**src/rtl/endstop_capture.sv**
```systemverilog
// Endstop trigger capture: arm/trigger FSM raising a motion abort,
// plus a FIFO logging every endstop edge with its position.
module endstop_capture #(
  parameter int FIFO_DEPTH = 4
) (
  input  logic                          clk,
  input  logic                          reset,
  input  logic                          value,
  input  logic                          value_changed,
  input  logic [31:0]                   change_pos,
  input  logic                          polarity,
  input  logic                          arm,
  input  logic                          disarm,
  input  logic                          clear,
  output logic                          abort,
  output logic                          armed,
  output logic [31:0]                   trig_pos,
  output logic                          ev_valid,
  output logic [32:0]                   ev_data,
  input  logic                          ev_ready,
  output logic [$clog2(FIFO_DEPTH):0]   ev_count,
  output logic                          ev_overflow
);

  localparam int AW = $clog2(FIFO_DEPTH);
  localparam int CW = AW + 1;

  typedef enum logic [1:0] {
    S_IDLE,
    S_ARMED,
    S_TRIGGERED
  } state_t;

  state_t state;

  logic          active;
  logic          pop;
  logic          full;
  logic          push;
  logic          drop;
  logic [32:0]   entry;
  logic [AW-1:0] rd_ptr;
  logic [AW-1:0] wr_ptr;
  logic [AW-1:0] rd_nx;
  logic [CW-1:0] count_nx;
  logic [32:0]   mem [FIFO_DEPTH];

  always_comb begin
    active = (value == polarity);
    entry  = {value, change_pos};
    pop    = ev_valid && ev_ready;
    full   = (ev_count == CW'(FIFO_DEPTH));
    push   = value_changed && (!full || pop);
    drop   = value_changed && full && !pop;
    rd_nx  = rd_ptr + AW'(1);
    count_nx = ev_count;
    if (push && !pop)
      count_nx = ev_count + CW'(1);
    else if (pop && !push)
      count_nx = ev_count - CW'(1);
  end

  always_ff @(posedge clk) begin
    if (reset) begin
      state    <= S_IDLE;
      abort    <= 1'b0;
      armed    <= 1'b0;
      trig_pos <= '0;
    end else begin
      unique case (state)
        S_IDLE: begin
          // disarm beats a simultaneous arm
          if (arm && !disarm) begin
            if (active) begin
              state    <= S_TRIGGERED;
              abort    <= 1'b1;
              trig_pos <= change_pos;
            end else begin
              state <= S_ARMED;
              armed <= 1'b1;
            end
          end
        end
        S_ARMED: begin
          if (value_changed && active) begin
            state    <= S_TRIGGERED;
            abort    <= 1'b1;
            armed    <= 1'b0;
            trig_pos <= change_pos;
          end else if (disarm) begin
            state <= S_IDLE;
            armed <= 1'b0;
          end
        end
        S_TRIGGERED: begin
          if (clear) begin
            state <= S_IDLE;
            abort <= 1'b0;
          end
        end
        default: begin
          state <= S_IDLE;
          abort <= 1'b0;
          armed <= 1'b0;
        end
      endcase
    end
  end

  always_ff @(posedge clk) begin
    if (push)
      mem[wr_ptr] <= entry;
  end

  always_ff @(posedge clk) begin
    if (reset) begin
      rd_ptr      <= '0;
      wr_ptr      <= '0;
      ev_count    <= '0;
      ev_valid    <= 1'b0;
      ev_data     <= '0;
      ev_overflow <= 1'b0;
    end else begin
      if (push)
        wr_ptr <= wr_ptr + AW'(1);
      if (pop)
        rd_ptr <= rd_nx;
      ev_count <= count_nx;
      ev_valid <= (count_nx != '0);
      // head register tracks the next entry to present
      if (pop) begin
        if (ev_count >= CW'(2))
          ev_data <= mem[rd_nx];
        else if (push)
          ev_data <= entry;
      end else if (ev_count == '0 && push) begin
        ev_data <= entry;
      end
      if (drop)
        ev_overflow <= 1'b1;
      else if (clear)
        ev_overflow <= 1'b0;
    end
  end

endmodule

```
**config.mk**
```make
export PLATFORM = sky130hd
export DESIGN_NAME = endstop_capture
export DESIGN_NICKNAME = d
export VERILOG_FILES = /design/src/rtl/endstop_capture.sv
export SDC_FILE = /design/constraint.sdc
export NUM_CORES = 1
export LEC_CHECK = 0
export BUFFER_PORTS_ARGS = -buffer_cell sky130_fd_sc_hd__buf_4
export CELL_PAD_IN_SITES_DETAIL_PLACEMENT = 1
export CELL_PAD_IN_SITES_GLOBAL_PLACEMENT = 2
export CORE_ASPECT_RATIO = 1.1
export CORE_UTILIZATION = 30
export CTS_CLUSTER_SIZE = 24
export DETAILED_ROUTE_END_ITERATION = 10
export PLACE_DENSITY_LB_ADDON = 0.12
export SLEW_MARGIN = 15
export SYNTH_ARGS = -nofsm -noshare
export SYNTH_HDL_FRONTEND = slang
export SYNTH_SLANG_ARGS = --single-unit
```
**constraint.sdc**
```tcl
create_clock -name clk -period 3.7 [get_ports clk]
set_input_delay 0 -clock clk [delete_from_list [all_inputs] [get_ports clk]]
set_output_delay 0 -clock clk [all_outputs]
set_load 0.05 [all_outputs]
```
---- Yosys cells after proc, flatten, opt, wreduce, memory -nomap -nowiden ----
Memory sizes are Yosys's and may differ from the RTL's.
Cells that the tools add are included.
word-level totals
  RAM bits ................................ 132
  output and inout bits ................... 72
  logic and storage cells ................. 82
  flip-flop bits (word level) ............. 78
  memories kept ........................... 1
cells by class
  muxes and demuxes ....................... 29
  magnitude comparators ................... 1
  bitwise logic cells ..................... 1
  reduce and logical (&&, ||, !) cells .... 25
  equal/unequal tests ..................... 11
  add/sub/neg operators ................... 4
memory list
  name  depth  bits a word  read ports  clocked after memory_dff  write ports  line  text
  mem   4      33           1           0                         1            46    logic [32:0] mem [FIFO_DEPTH];
operators by type and width
  operator                                               count
  two-way mux 33 bit                                     4
  two-way mux 32 bit                                     3
  one-hot mux 32 bit (2 select lines)                    1
  AND reduction 4 bit                                    3
  two-way mux 1 bit                                      11
  two-way mux 2 bit                                      5
  inequality test 2 bit, second input constant           5
  logical AND 1 bit                                      9
  two-way mux 3 bit                                      2
  one-hot mux 1 bit (3 select lines)                     2
  one-hot mux 2 bit (3 select lines)                     1
  nonzero test 2 bit                                     3
  adder 2 x 1 -> 2 bit, second input constant            2
  zero test 1 bit                                        4
  adder 3 x 1 -> 3 bit, second input constant            1
  equality test 3 bit, second input constant             1
  >= comparator 3 x 2 -> 1 bit, second input constant    1
  zero test 3 bit                                        1
  inequality test 3 x 1 -> 1 bit, second input constant  1
  inequality test 3 bit, second input constant           1
  AND reduction 3 bit                                    1
  nonzero test 3 bit                                     1
  subtractor 3 x 1 -> 3 bit, second input constant       1
  equality test 2 x 1 -> 1 bit, second input constant    1
  6 further kinds                                        6

---- Longest topological paths before layout ----
Gate-level depths: netlist of run 1.
  depth after elaboration ................. 9
  depth in mapped cells ................... 7
  gate-level depth less buffers ........... 6

---- Least setup slack after synthesis of run 1 ----
Ideal clock, no wire load.
  path kind ............................... reg2reg
  from .................................... register ev_count[1]
  to ...................................... memory mem[0][0] (enable)
  setup slack ............................. 0.987 ns
  data arrival time ....................... 2.319 ns
  cell stages (with the launch flop) ...... 5
  setup time .............................. 0.393 ns
  path through ............................ dfxtp_1 > inv_1 > ha_1 > a31oi_1 > and2_1
between the ends
  cells in the longest elaborated chain, start to end .. 6
ends and longest elaborated chain
  what                                     line  text
  start: declaration                       21    output logic [$clog2(FIFO_DEPTH):0] ev_count,
  start signal: assignment                 128   ev_count <= count_nx;
  equality test 3 bit                      52    full = (ev_count == CW'(FIFO_DEPTH));
  zero test 1 bit                          53    push = value_changed && (!full || pop);
  logical OR 1 bit                         53
  logical AND 1 bit                        53
  two-way mux 1 bit                        111   if (push)
  two-way mux 1 bit (not written as such)  112   mem[wr_ptr] <= entry;
  end: declaration                         46
No other way between the ends.

---- Worst setup path in the final report of run 1 ----
  from .................................... register ev_count[1]
  to ...................................... memory mem[2][6] (enable)
The elaborated chain is that of the path after synthesis.

==> results of run 1 <==
logic make-up (layout without fill, tap and decap cells):
kind of cell               after synthesis  count (layout)  synth area share, %
DFF                                    210             210                 66.7
and+or+nand+nor                        124             124                 6.15
AOI/OAI and AO/OA                       92              92                 8.61
muxes                                   69              69                 13.3
buffers and inverters                   44             208                 3.37
adders and majority gates                8               8                 1.21
xor gates and xnor gates                 6               6                0.634
flip-flops by register name, summed over array words and instances, names as in the netlist, 2 cells and up:
register / count
state: 2
wr_ptr: 2
trig_pos: 32
ev_data: 33
mem: 132
rd_ptr: 2
ev_count: 3
layout by cell type, fill, tap and decap left out, drive strengths merged, types with 2 or more instances in the layout:
cell         netlist  layout
a211oi            36      36
clkinv             0       8
o21ai              6       6
a311oi             2       2
ha                 8       8
xnor2              4       4
xor2               2       2
and2               6       6
a21oi             36      36
inv                8       9
mux2i             35      35
clkbuf             5      34
edfxtp           132     132
dlygate4sd3        0      39
nor2b              2       2
nand2             72      72
dfxtp             78      78
mux4              33      33
a211o              2       2
buf               29     117
a2111oi            2       2
nor2              39      39
layout make-up:
class,count,area (sq um)
clock buffers,34,679
repair buffers,156,1280
clock inverters,10,52.6
well taps,357,447
fillers,2824,16500
multi-input cells,299,2500
inverters,8,30.0
flip-flops and latches,210,5530
tightest hold or removal path, stage by stage:
cell and delay [ns]:
buf_4 0.12, nor2b_1 0.14, o22ai_1 0.13, a211oi_1 0.09
stage by stage:
stage	power [W]	hold WS, ns	instance area, sq um	cells	util (%)
after global routing	0.00741	0.0344	10500	1074	38.9
after floorplan	0.00435	0.0834	8280	553	-
after CTS	0.00721	0.00539	10500	1074	38.9
after detailed placement	0.00494	0.232	9400	991	34.8
final	0.00706	0.0187	10500	1074	38.9
after global placement	0.00490	0.228	9400	991	34.8
metal layers:
| layer | GRT usage, % | share of wire [%] | up-vias | routed length [um] |
|---|---|---|---|---|
| met4 | 3.65 | 1.8 | 0 | 349 |
| li1 | - | - | 2369 | - |
| met2 | 25.2 | 51 | 90 | 10100 |
| met5 | 0 | 0 | - | 0 |
| met3 | 2.26 | 3.2 | 26 | 628 |
| met1 | 18.5 | 44 | 2587 | 8830 |
final timing paths:
kind	startpoint	end	slack, ns	cells after the start
max	ev_count[1]	mem[2][6]	1.09	4
min	arm	state[1]	0.02	4
max reg2reg	ev_count[1]	mem[2][6]	1.09	4
min reg2reg	trig_pos[2]	trig_pos[2]	0.45	2
power breakdown:
group	total, W	switching, W	internal (W)
sequential	0.00302	0.000226	0.00279
clock	0.00219	0.000908	0.00128
combinational	0.00186	0.00116	0.000698
==> results_dict.tcl, run 1 <==
set metrics [dict create \
    yosysTopAreaCell "edfxtp_1" \
    start_util_pct 30.6 \
    drc 0 \
    synth_most_common_cell "edfxtp_1" \
    synth.cell_area_sq_um 8280 \
    async_reset_ff_share_pct 0 \
    gp_congestion 0.678 \
    crit_fanout 33 \
    drt-wirelength-per-cell_um 18.5 \
    final_nets 748 \
    tightest_slew_ns 1.00 \
    crit_path_end_kind "flip-flop" \
    dp_hpwl_mm 12.3 \
    min_path_type "in -> reg" \
    drive_gt1_share_pct 30.5 \
    io_pins 113 \
    syn_to_final_growth_pct 27.0 \
    cp.required_ns 3.82 \
    rsz0062_at_grt "false" \
    layout_worst_path_cycle_share_pct 70.4 \
    drv_slew 0 \
    clkLatencyLatePin_ns 0.50 \
    htreeDepth 1 \
    max_freq_mhz 384 \
    power.density_nw_per_um2 671 \
    cts_hold_buf 39 \
    syn_avg_cell_area_sq_um 15.0 \
    io_buffer_count 112 \
    min_period_ns 2.61 \
    gr-total-overflow 0 \
    syn-num-nets 602 \
    yosys-top-cells-count "edfxtp_1, dfxtp_1, nand2_1, nor2_1, mux2i_1" \
    die_h_um 176 \
    cts_made_buffers 24 \
    synth-seq-area-share_pct 66.7 \
    slew_headroom_pct 33.1 \
    drt_wl_total_mm 19.9 \
    synth_edf_count 132 \
    crit_path_start_kind "flip-flop" \
    post-cts-setup-buffers 0 \
    synth_ff_type "edfxtp_1" \
    antenna_found_initial 0 \
    worstSetupPathType "reg -> reg" \
    ys_ff_latch 210 \
    cts_tree "built" \
    crit_arrival_ns 2.73 \
    dieWidth_um 160 \
    crit_path_top_delay_cell "and2_2" \
    crit_path_max_incr_delay_ns 0.90 \
    path_clk_slew_ns 0.05 \
    hold_violations 0 \
    grt.total_usage_pct 14.4 \
    drtPass1Iterations 4 \
    die_area_sq_um 28300 \
    p_leak_nw 3.81 \
    grt_max_degree 45 \
    ctsLongestPathBuffers 3 \
    fin_ws_ns 1.09 \
    yosys.cell_types.count 44 \
    vias 5072 \
    cts_resized 0 \
    cp_num_buf_inv 1 \
    cts_root_buf "clkbuf_16" \
    cp_top_family "simple AND/OR/NAND/NOR gates" \
    grt_pass1_wl_mm 31.9 \
    finalSetupViolations 0 \
    drt-initial-drc-count 199 \
    crit_path_cell_trace "inv_1 -> ha_1 -> a31oi_1 -> and2_2" \
    yosysTopAreaCellShare_pct 47.8 \
    status "complete, no violations" \
    post-place-ws_ns 1.03 \
    synth.area.top_cells "edfxtp_1, dfxtp_1, mux4_2, mux2i_1, nand2_1" \
    row_count 63 \
    via_per_inst 4.72 \
    yosysWarnings 0 \
    clock_sinks 210 \
    ant_nets 0 \
    fin_worst_skew_ns 0.00844 \
    synthCells 553 \
    grt_pass1_vias 5539 \
    core_sq_um 27000 \
    diodes 0 \
    setup_tns_ns 0 \
    ir_worst_vdd_uv 310 \
    drv_cap 0 \
]
Power figures use the tool's default switching activity.
==> inputs of run 2 (changes only) <==
clock period = 2.5 ns   (was 3.7 ns; I/O delays follow)
==> run 2 against run 1 <==
  * Non-clock buffer count increased by 13
  * Routed wire length decreased by 1.7%
  * Sequential power rose by 46%
  * Clock-buffer cell count increased by 3
  * Largest power group unchanged
==> results_dict.tcl, run 2 (synthesized netlist as in run 1, its figures left out) <==
set metrics [dict create \
    antenna_found_initial 0 \
    diodes 0 \
    grt.total_usage_pct 14.3 \
    gp_congestion 0.671 \
    dp_hpwl_mm 12.2 \
    dieWidth_um 160 \
    hold_slack_ns 0.264 \
    row_count 63 \
    worstSetupPathType "reg -> reg" \
    die_h_um 176 \
    drv_cap 0 \
    gr-total-overflow 0 \
    grt_max_degree 67 \
    ctsLongestPathBuffers 3 \
    ant_nets 0 \
    clkLatencyLatePin_ns 0.51 \
    core_sq_um 27000 \
    largest_register_ff_count 132 \
    grt_pass1_vias 5695 \
    drc 0 \
    reg_top3 "mem x132, ev_data x33, trig_pos x32" \
    drt_wl_total_mm 19.5 \
    io_buffer_count 112 \
    final_cells 1087 \
    grt_pass1_wl_mm 31.8 \
    drt-initial-drc-count 166 \
    placed_cells 1001 \
    top_register "mem" \
    io_pins 113 \
    crit_path_start_kind "flip-flop" \
    rsz0062_at_grt "false" \
    slew_headroom_pct 42.0 \
    start_util_pct 30.6 \
    ir_worst_vdd_uv 417 \
    drive_gt1_share_pct 31.9 \
    die_area_sq_um 28300 \
    cts_made_buffers 24 \
    design_area_sq_um 10700 \
    max_freq_mhz 457 \
    crit_path_end_kind "flip-flop" \
    htreeDepth 1 \
    crit_path_top_delay_cell "dfxtp_1" \
    fin_worst_skew_ns 0.0136 \
    tightest_slew_ns 0.848 \
    status "complete, no violations" \
    clock_sinks 210 \
    cts_root_buf "clkbuf_16" \
    syn_to_final_growth_pct 29.7 \
    hold_violations 0 \
    crit_fanout 19 \
    power.density_nw_per_um2 996 \
    cp_num_buf_inv 2 \
    path_clk_slew_ns 0.06 \
    crit_arrival_ns 2.37 \
    final_nets 761 \
    report.power.total_w 0.0107 \
    setup_tns_ns 0 \
    drt-wirelength-per-cell_um 18.0 \
    min_path_type "in -> reg" \
    layout.cells.most_common_list "edfxtp_1, buf_4, dfxtp_1" \
    cp_top_family "flip-flops" \
    layout_worst_path_cycle_share_pct 87.6 \
    placed_area_sq_um 9530 \
    cp.required_ns 2.68 \
    cts_tree "built" \
    drtPass1Iterations 4 \
    drv_slew 0 \
    crit_path_cell_trace "inv_1 -> ha_1 -> a31oi_1 -> and2_2 -> buf_4" \
    via_per_inst 4.66 \
    finalSetupViolations 0 \
    final_common_cell "edfxtp_1" \
    crit_path_max_incr_delay_ns 0.48 \
    min_period_ns 2.19 \
    p_leak_nw 3.94 \
    vias 5070 \
]
## run 2: cell count changes in the layout (fill, tap and decap cells not counted), sizes merged, moves of 2 or more
cell | before | now
buf | 117 | 127
clkbuf | 34 | 37
clkinv | 8 | 6
dlygate4sd3 | 39 | 42
## run 2: per-stage QoR
step / util (%) / setup WS [ns]
floorplan: - / 0.120
global placement: 35.3 / 0.387
detailed placement: 35.3 / 0.282
CTS: 39.7 / 0.279
global route: 39.7 / 0.138
finish: 39.7 / 0.311
## run 2: layer usage
| layer | routed length, um | vias to the layer above | track usage [%] |
|---|---|---|---|
| met5 | 0 | - | 0 |
| met4 | 222 | 0 | 3.53 |
| met3 | 682 | 16 | 2.23 |
| met2 | 9970 | 96 | 25.9 |
| met1 | 8650 | 2565 | 17.8 |
| li1 | - | 2393 | - |
## run 2: where the power goes
group	switching (W)	internal, W	total, W
sequential	0.000279	0.00413	0.00441
combinational	0.00178	0.00109	0.00286
clock	0.00135	0.00209	0.00344
## run 2: timing repair
action,in CTS,in global routing
hold endpoints to repair,207,0
hold buffers,42,0
buffers inserted,0,0
resized for setup,0,0
## run 2: cell type report
cell class	count	area [sq um]
repair buffers	169	1450
well taps	357	447
inverters	8	30.0
flip-flops and latches	210	5530
multi-input cells	299	2500
fillers	2759	16300
clock inverters	7	75.1
clock buffers	37	719
## run 2: final timing paths
| kind | start | endpoint | slack, ns | cells after the start |
|---|---|---|---|---|
| max | ev_count[1] | mem[2][5] | 0.31 | 5 |
| min | change_pos[27] | mem[1][27] | 0.26 | 2 |
| max reg2reg | ev_count[1] | mem[2][5] | 0.31 | 5 |
| min reg2reg | trig_pos[9] | trig_pos[9] | 0.45 | 2 |
## run 2: worst register-to-register path: cells and delay by family (launching register included)
kind / cells / cell delay (ns)
AND/OR/NAND/NOR: 1 / 0.25
flip-flops: 1 / 0.48
AO/OA/AOI/OAI: 1 / 0.45
adder cells (fa/ha/maj): 1 / 0.26
buffers and inverters: 2 / 0.41
